**src/rtl/mac_dot_sequencer_if.sv**
```systemverilog
// Operand/result bus between the convolution lane, the dot-product sequencer and its MAC.
// The sequencer is the slave. The lane-side driver and the MAC model are the master.
interface mac_dot_sequencer_if #(
  parameter int N  = 8,
  parameter int CW = 4
);
  logic          start;
  logic [CW-1:0] len;
  logic [N-1:0]  bias;
  logic          busy;
  logic          in_valid;
  logic          in_ready;
  logic [N-1:0]  in_act;
  logic [N-1:0]  in_wgt;
  logic          mac_ce;
  logic          mac_clr;
  logic [N-1:0]  mac_a;
  logic [N-1:0]  mac_b;
  logic [N-1:0]  mac_c;
  logic [N-1:0]  mac_p;
  logic          out_valid;
  logic          out_ready;
  logic [N-1:0]  out_data;

  modport slave (
    input  start, len, bias, in_valid, in_act, in_wgt, mac_p, out_ready,
    output busy, in_ready, mac_ce, mac_clr, mac_a, mac_b, mac_c, out_valid, out_data
  );

  modport master (
    output start, len, bias, in_valid, in_act, in_wgt, mac_p, out_ready,
    input  busy, in_ready, mac_ce, mac_clr, mac_a, mac_b, mac_c, out_valid, out_data
  );
endinterface

```
**src/rtl/mac_dot_sequencer.sv**
```systemverilog
// Feeds activation/weight pairs to an external registered MAC and returns bias + sum(a*b).
// The MAC output is fed back as the addend after the first term.
module mac_dot_sequencer #(
  parameter int N       = 8,
  parameter int LEN_MAX = 9,
  parameter int CW      = 4
) (
  input logic                 clk_i,
  input logic                 sclr_i,
  mac_dot_sequencer_if.slave  bus
);

  typedef enum logic [1:0] {IDLE, ACCUM, DRAIN, DONE} state_t;

  if ((2 ** CW) <= LEN_MAX) begin : gBadCw
    $error("CW too narrow to count LEN_MAX elements");
  end

  state_t        state_q, state_d;
  logic [CW-1:0] cnt_q, cnt_d;
  logic [CW-1:0] len_q, len_d;
  logic [N-1:0]  bias_q, bias_d;
  logic [N-1:0]  result_q, result_d;
  logic          seenFirst_q, seenFirst_d;
  logic          accept;

  always_ff @(posedge clk_i) begin
    if (sclr_i) begin
      state_q     <= IDLE;
      cnt_q       <= '0;
      len_q       <= '0;
      bias_q      <= '0;
      result_q    <= '0;
      seenFirst_q <= 1'b0;
    end else begin
      state_q     <= state_d;
      cnt_q       <= cnt_d;
      len_q       <= len_d;
      bias_q      <= bias_d;
      result_q    <= result_d;
      seenFirst_q <= seenFirst_d;
    end
  end

  always_comb begin
    state_d      = state_q;
    cnt_d        = cnt_q;
    len_d        = len_q;
    bias_d       = bias_q;
    result_d     = result_q;
    seenFirst_d  = seenFirst_q;
    accept       = 1'b0;
    bus.busy      = 1'b1;
    bus.in_ready  = 1'b0;
    bus.mac_ce    = 1'b0;
    bus.mac_a     = '0;
    bus.mac_b     = '0;
    bus.mac_c     = '0;
    bus.out_valid = 1'b0;

    unique case (state_q)
      IDLE: begin
        bus.busy = 1'b0;
        if (bus.start) begin
          len_d       = bus.len;
          bias_d      = bus.bias;
          cnt_d       = '0;
          seenFirst_d = 1'b0;
          if (bus.len == '0) begin
            result_d = bus.bias;
            state_d  = DONE;
          end else begin
            state_d  = ACCUM;
          end
        end
      end
      ACCUM: begin
        // One MAC term per accepted pair; the MAC latency lines up with the mac_p feedback.
        bus.in_ready = 1'b1;
        accept       = bus.in_valid;
        bus.mac_ce   = accept;
        bus.mac_a    = bus.in_act;
        bus.mac_b    = bus.in_wgt;
        bus.mac_c    = seenFirst_q ? bus.mac_p : bias_q;
        if (accept) begin
          cnt_d       = cnt_q + CW'(1);
          seenFirst_d = 1'b1;
          if (cnt_q == len_q - CW'(1)) begin
            state_d = DRAIN;
          end
        end
      end
      DRAIN: begin
        result_d = bus.mac_p;
        state_d  = DONE;
      end
      DONE: begin
        bus.out_valid = 1'b1;
        if (bus.out_ready) begin
          state_d = IDLE;
        end
      end
      default: state_d = IDLE;
    endcase
  end

  assign bus.out_data = result_q;
  assign bus.mac_clr  = sclr_i;

endmodule

```
**src/flat_wrapper.sv**
```systemverilog
// flat-port wrapper written by rule: the top's interface ports become plain ports
module mac_dot_sequencer_flat 
#(
  parameter int N       = 8,
  parameter int LEN_MAX = 9,
  parameter int CW      = 4
)
  (clk_i, sclr_i, bus_start, bus_len, bus_bias, bus_in_valid, bus_in_act, bus_in_wgt, bus_mac_p, bus_out_ready, bus_busy, bus_in_ready, bus_mac_ce, bus_mac_clr, bus_mac_a, bus_mac_b, bus_mac_c, bus_out_valid, bus_out_data);
  mac_dot_sequencer_if #(.N(N), .CW(CW)) bus_i ();
  input logic clk_i;
  input logic sclr_i;
  input wire logic [$bits(bus_i.start)-1:0] bus_start;
  input wire logic [$bits(bus_i.len)-1:0] bus_len;
  input wire logic [$bits(bus_i.bias)-1:0] bus_bias;
  input wire logic [$bits(bus_i.in_valid)-1:0] bus_in_valid;
  input wire logic [$bits(bus_i.in_act)-1:0] bus_in_act;
  input wire logic [$bits(bus_i.in_wgt)-1:0] bus_in_wgt;
  input wire logic [$bits(bus_i.mac_p)-1:0] bus_mac_p;
  input wire logic [$bits(bus_i.out_ready)-1:0] bus_out_ready;
  output wire logic [$bits(bus_i.busy)-1:0] bus_busy;
  output wire logic [$bits(bus_i.in_ready)-1:0] bus_in_ready;
  output wire logic [$bits(bus_i.mac_ce)-1:0] bus_mac_ce;
  output wire logic [$bits(bus_i.mac_clr)-1:0] bus_mac_clr;
  output wire logic [$bits(bus_i.mac_a)-1:0] bus_mac_a;
  output wire logic [$bits(bus_i.mac_b)-1:0] bus_mac_b;
  output wire logic [$bits(bus_i.mac_c)-1:0] bus_mac_c;
  output wire logic [$bits(bus_i.out_valid)-1:0] bus_out_valid;
  output wire logic [$bits(bus_i.out_data)-1:0] bus_out_data;
  assign bus_i.start = bus_start;
  assign bus_i.len = bus_len;
  assign bus_i.bias = bus_bias;
  assign bus_i.in_valid = bus_in_valid;
  assign bus_i.in_act = bus_in_act;
  assign bus_i.in_wgt = bus_in_wgt;
  assign bus_i.mac_p = bus_mac_p;
  assign bus_i.out_ready = bus_out_ready;
  assign bus_busy = bus_i.busy;
  assign bus_in_ready = bus_i.in_ready;
  assign bus_mac_ce = bus_i.mac_ce;
  assign bus_mac_clr = bus_i.mac_clr;
  assign bus_mac_a = bus_i.mac_a;
  assign bus_mac_b = bus_i.mac_b;
  assign bus_mac_c = bus_i.mac_c;
  assign bus_out_valid = bus_i.out_valid;
  assign bus_out_data = bus_i.out_data;
  mac_dot_sequencer #(.N(N), .LEN_MAX(LEN_MAX), .CW(CW)) u_core (.clk_i(clk_i), .sclr_i(sclr_i), .bus(bus_i));
endmodule
```
**config.mk**
```make
export PLATFORM = sky130hd
export DESIGN_NAME = mac_dot_sequencer_flat
export DESIGN_NICKNAME = d
export VERILOG_FILES = /design/src/rtl/mac_dot_sequencer_if.sv /design/src/rtl/mac_dot_sequencer.sv /design/src/flat_wrapper.sv
export SDC_FILE = /design/constraint.sdc
export NUM_CORES = 1
export LEC_CHECK = 0
export ABC_AREA = 1
export CELL_PAD_IN_SITES_DETAIL_PLACEMENT = 1
export CELL_PAD_IN_SITES_GLOBAL_PLACEMENT = 1
export CORE_MARGIN = 2
export CORE_UTILIZATION = 28
export CTS_BUF_LIST = sky130_fd_sc_hd__clkbuf_8
export DETAILED_ROUTE_END_ITERATION = 10
export GPL_TIMING_DRIVEN = 0
export HOLD_SLACK_MARGIN = 0.03
export PLACE_DENSITY = 0.84
export SLEW_MARGIN = 30
export SYNTH_ARGS = -nofsm -noshare
export SYNTH_HDL_FRONTEND = slang
export SYNTH_SLANG_ARGS = --single-unit
```
**constraint.sdc**
```tcl
create_clock -name clk_i -period 1.7 [get_ports clk_i]
set_input_delay 0.255 -clock clk_i [delete_from_list [all_inputs] [get_ports clk_i]]
set_output_delay 0.255 -clock clk_i [all_outputs]
set_load 0.01 [all_outputs]
```
==> results.py <==
metrics = {
    "yosys": {
        "syn_area_mm2": 0.00167,
        "yosysSeqAreaShare": 0.323,
        "synth_ff_type": "dfxtp_1",
        "synth_cells": 262,
        "synth_common_cells": "nand2_1 (58), inv_1 (43), nor2_1 (43), o21ai_0 (33), dfxtp_1 (27)",
        "synth.most_common_cell": "nand2_1",
        "synthArstFlopShare": 0,
        "avgSynthCellArea_um2": 6.38,
        "yosys-top-cells-area": "dfxtp_1 (32%), nand2_1 (13%), o21ai_0 (9.9%), inv_1 (9.6%), nor2_1 (9.6%)",
        "synth_seq_cells": 27,
        "syn-num-nets": 309,
        "synth_warnings": 0,
        "synth_area_leader_cell": "dfxtp_1",
        "synth_top_cell_area_share": 0.323,
        "synth-edff-count": 0,
        "ys_types": 29,
    },
    "critical_path": {
        "cp-start-kind": "flip-flop",
        "crit_fanout": 5,
        "reg2reg_slack_ns": 0.08,
        "startpoint": "u_core.state_q[1]",
        "required_ns": 1.44,
        "end_kind": "output port",
        "path_class": "reg -> out",
        "r2r_start": "u_core.state_q[1]",
        "r2r_cells": 9,
        "arrival_ns": 1.42,
        "r2r_end": "u_core.bus.out_data[6]",
    },
    "clocking": {
        "clock-root-buffer": "clkbuf_8",
        "cts_hold_buf": 0,
        "clockBufferDepth": 2,
        "clock_sinks": 27,
        "clock_latency_ns": 0.28,
        "cts.htree.levels": 1,
        "tritoncts": "done",
        "clk_pin_slew_ns": 0.11,
        "cts_inserted_buffers": 3,
    },
    "timing": {
        "worst_slack_ns": 0.0229,
        "setup-violations-final": 0,
        "finalMaxSlewViolations": 0,
        "fin_skew_ns": 0.00738,
        "final_hold_viol_count": 0,
        "fmax_mhz": 596,
        "fin_crit_ns": 1.68,
        "tightest_slew_ns": 0.438,
        "rsz0062_at_grt": "yes",
        "min_period_over_period": 0.987,
        "slew-limit-headroom": 0.708,
    },
    "route": {
        "via_per_inst": 4.47,
        "ant_nets": 0,
        "wl_um": 5410,
        "wl_per_cell_um": 12.7,
        "drc_errors": 0,
        "vias": 1906,
        "drtIter0Drc": 66,
        "drtPass1Iterations": 3,
    },
    "cells_and_area": {
        "fin_util": 0.446,
        "design_area_mm2": 0.00261,
        "area_growth_syn_to_layout_pct": 55.9,
        "drive_gt1_frac": 0.208,
        "stdcell_count": 426,
        "nets": 399,
        "num_antenna_cells": 0,
    },
    "floorplanning": {
        "coreArea_mm2": 0.00585,
        "start_util": 0.286,
        "die_w_um": 81.3,
        "rows": 28,
        "boundaryPins": 78,
        "die_y_um": 81.3,
        "dieArea_mm2": 0.00661,
    },
    "grt": {
        "grt_max_degree": 18,
        "grt_pass1_vias": 1919,
        "antenna_found_initial": 0,
        "overflow": 0,
        "grt_first_pass_wirelength_um": 8590,
        "grt_use_total": 0.164,
    },
    "flow_run": {
        "max-cap-violations": 0,
    },
    "power": {
        "power_frac_comb": 0.578,
        "clockPowerShare": 0.130,
        "p_int_mw": 1.79,
        "p_seq_frac": 0.292,
        "netSwitchingPower_mw": 1.27,
        "ir_drop_mv": 0.467,
        "leakage_nw": 1.35,
        "power.share.switching": 0.415,
        "powerDensity_mw_per_mm2": 1180,
    },
    "run_status": {
        "status": "complete, no violations",
    },
    "placement": {
        "gp_congestion": 0.749,
        "placedInstanceArea_mm2": 0.00254,
        "dpl.cell_count": 414,
        "dp_hpwl_um": 4190,
        "dp_slack_ns": -0.414,
        "port_buffers": 77,
    },
    "hold_path": {
        "hold_path_depth": 2,
        "min_path_type": "in -> reg",
        "hold_start": "sclr_i",
        "hold_end": "u_core.seenFirst_q",
    },
}
==> final cells by class <==
class	instances	area, µm²
plain buffers	10	110
repair buffers	86	719
multi-input cells	178	910
clock inverters	1	8.76
well taps	75	93.8
fillers	759	3240
clock buffers	3	41.3
inverters	46	178
flip-flops and latches	27	548
==> critical path, cell delays in order, from the launching register on <==
cell and delay, ns:
dfxtp_2 0.35, inv_2 0.08, ha_4 0.16, buf_8 0.11, buf_6 0.11, o21ai_1 0.06, nor2_1 0.11, buf_2 0.15
==> metrics by stage <==
step                      total power, mW  hold slack, ns  setup TNS (ns)
after floorplan                      1.82           0.324               0
after global placement               2.49           0.464           -5.89
after detailed placement             2.54           0.487           -7.84
after CTS                            2.99           0.426       -0.000179
after global routing                 3.33           0.440          -0.380
final                                3.07           0.427               0
==> how the worst max path moves through the flow <==
stage / endpoint / slack (ns) / cells past startpoint
finish: bus_mac_c[6] / 0.02 / 7
detailed placement: bus_mac_b[4] / -0.41 / 7
global route: bus_mac_c[6] / -0.06 / 7
global placement: bus_mac_a[5] / -0.31 / 7
floorplan: bus_mac_a[4] / 0.25 / 6
CTS: bus_mac_c[6] / -0.0002 / 7
==> metal layers <==
layer / routed length [µm] / share of wire / global-route usage / vias to the layer above
met1: 2390 / 0.44 / 0.200 / 883
met2: 2810 / 0.52 / 0.302 / 33
met4: 20 / 0.0037 / 0.0186 / 0
met3: 180 / 0.033 / 0.0322 / 2
met5: 0 / 0 / 0 / -
li1: - / - / - / 988
==> state kept, by name (all words and copies together) (netlist names) <==
register,cells
u_core.cnt_q,4
u_core.bus.out_data,8
u_core.seenFirst_q,1
u_core.len_q,4
u_core.bias_q,8
u_core.state_q,2
==> cell usage in the layout (no fill, tap or decap), types with 3 or more instances in the layout <==
cell              n
dfxtp_1          23
buf_4             7
ha_1              4
nand3_1           8
clkbuf_2          3
o21ai_0          27
dfxtp_2           3
nor2_1           40
inv_1            42
o21ai_1           6
nand2_1          55
nand2_2           3
a21oi_1          18
clkdlybuf4s50_1  48
buf_6             5
clkbuf_8          3
nor2_2            3
buf_2            25
==> cell families after synthesis <==
group / synth area share
AOI/OAI and AO/OA: 0.197
buffers and inverters: 0.159
xor gates and xnor gates: 0.00524
and+or+nand+nor: 0.272
adders and majority gates: 0.0449
DFF: 0.323
==> power groups by stage <==
stage	logic, mW	registers, mW	clock network (mW)
finish	1.77	0.896	0.398
global route	1.98	0.918	0.434
CTS	1.69	0.892	0.409
detailed placement	1.66	0.880	0
global placement	1.62	0.874	0
floorplan	0.938	0.882	0
==> repair_timing <==
| item | in CTS | in global routing |
|---|---|---|
| resized for setup | 118 | 25 |
| endpoints found under the hold margin | 0 | 0 |
| pin swaps | 4 | 9 |
| buffers inserted | 3 | 4 |
| endpoints found under the setup margin | 29 | 29 |
| gates cloned | 2 | 0 |
(Power assumes the default switching activity.)
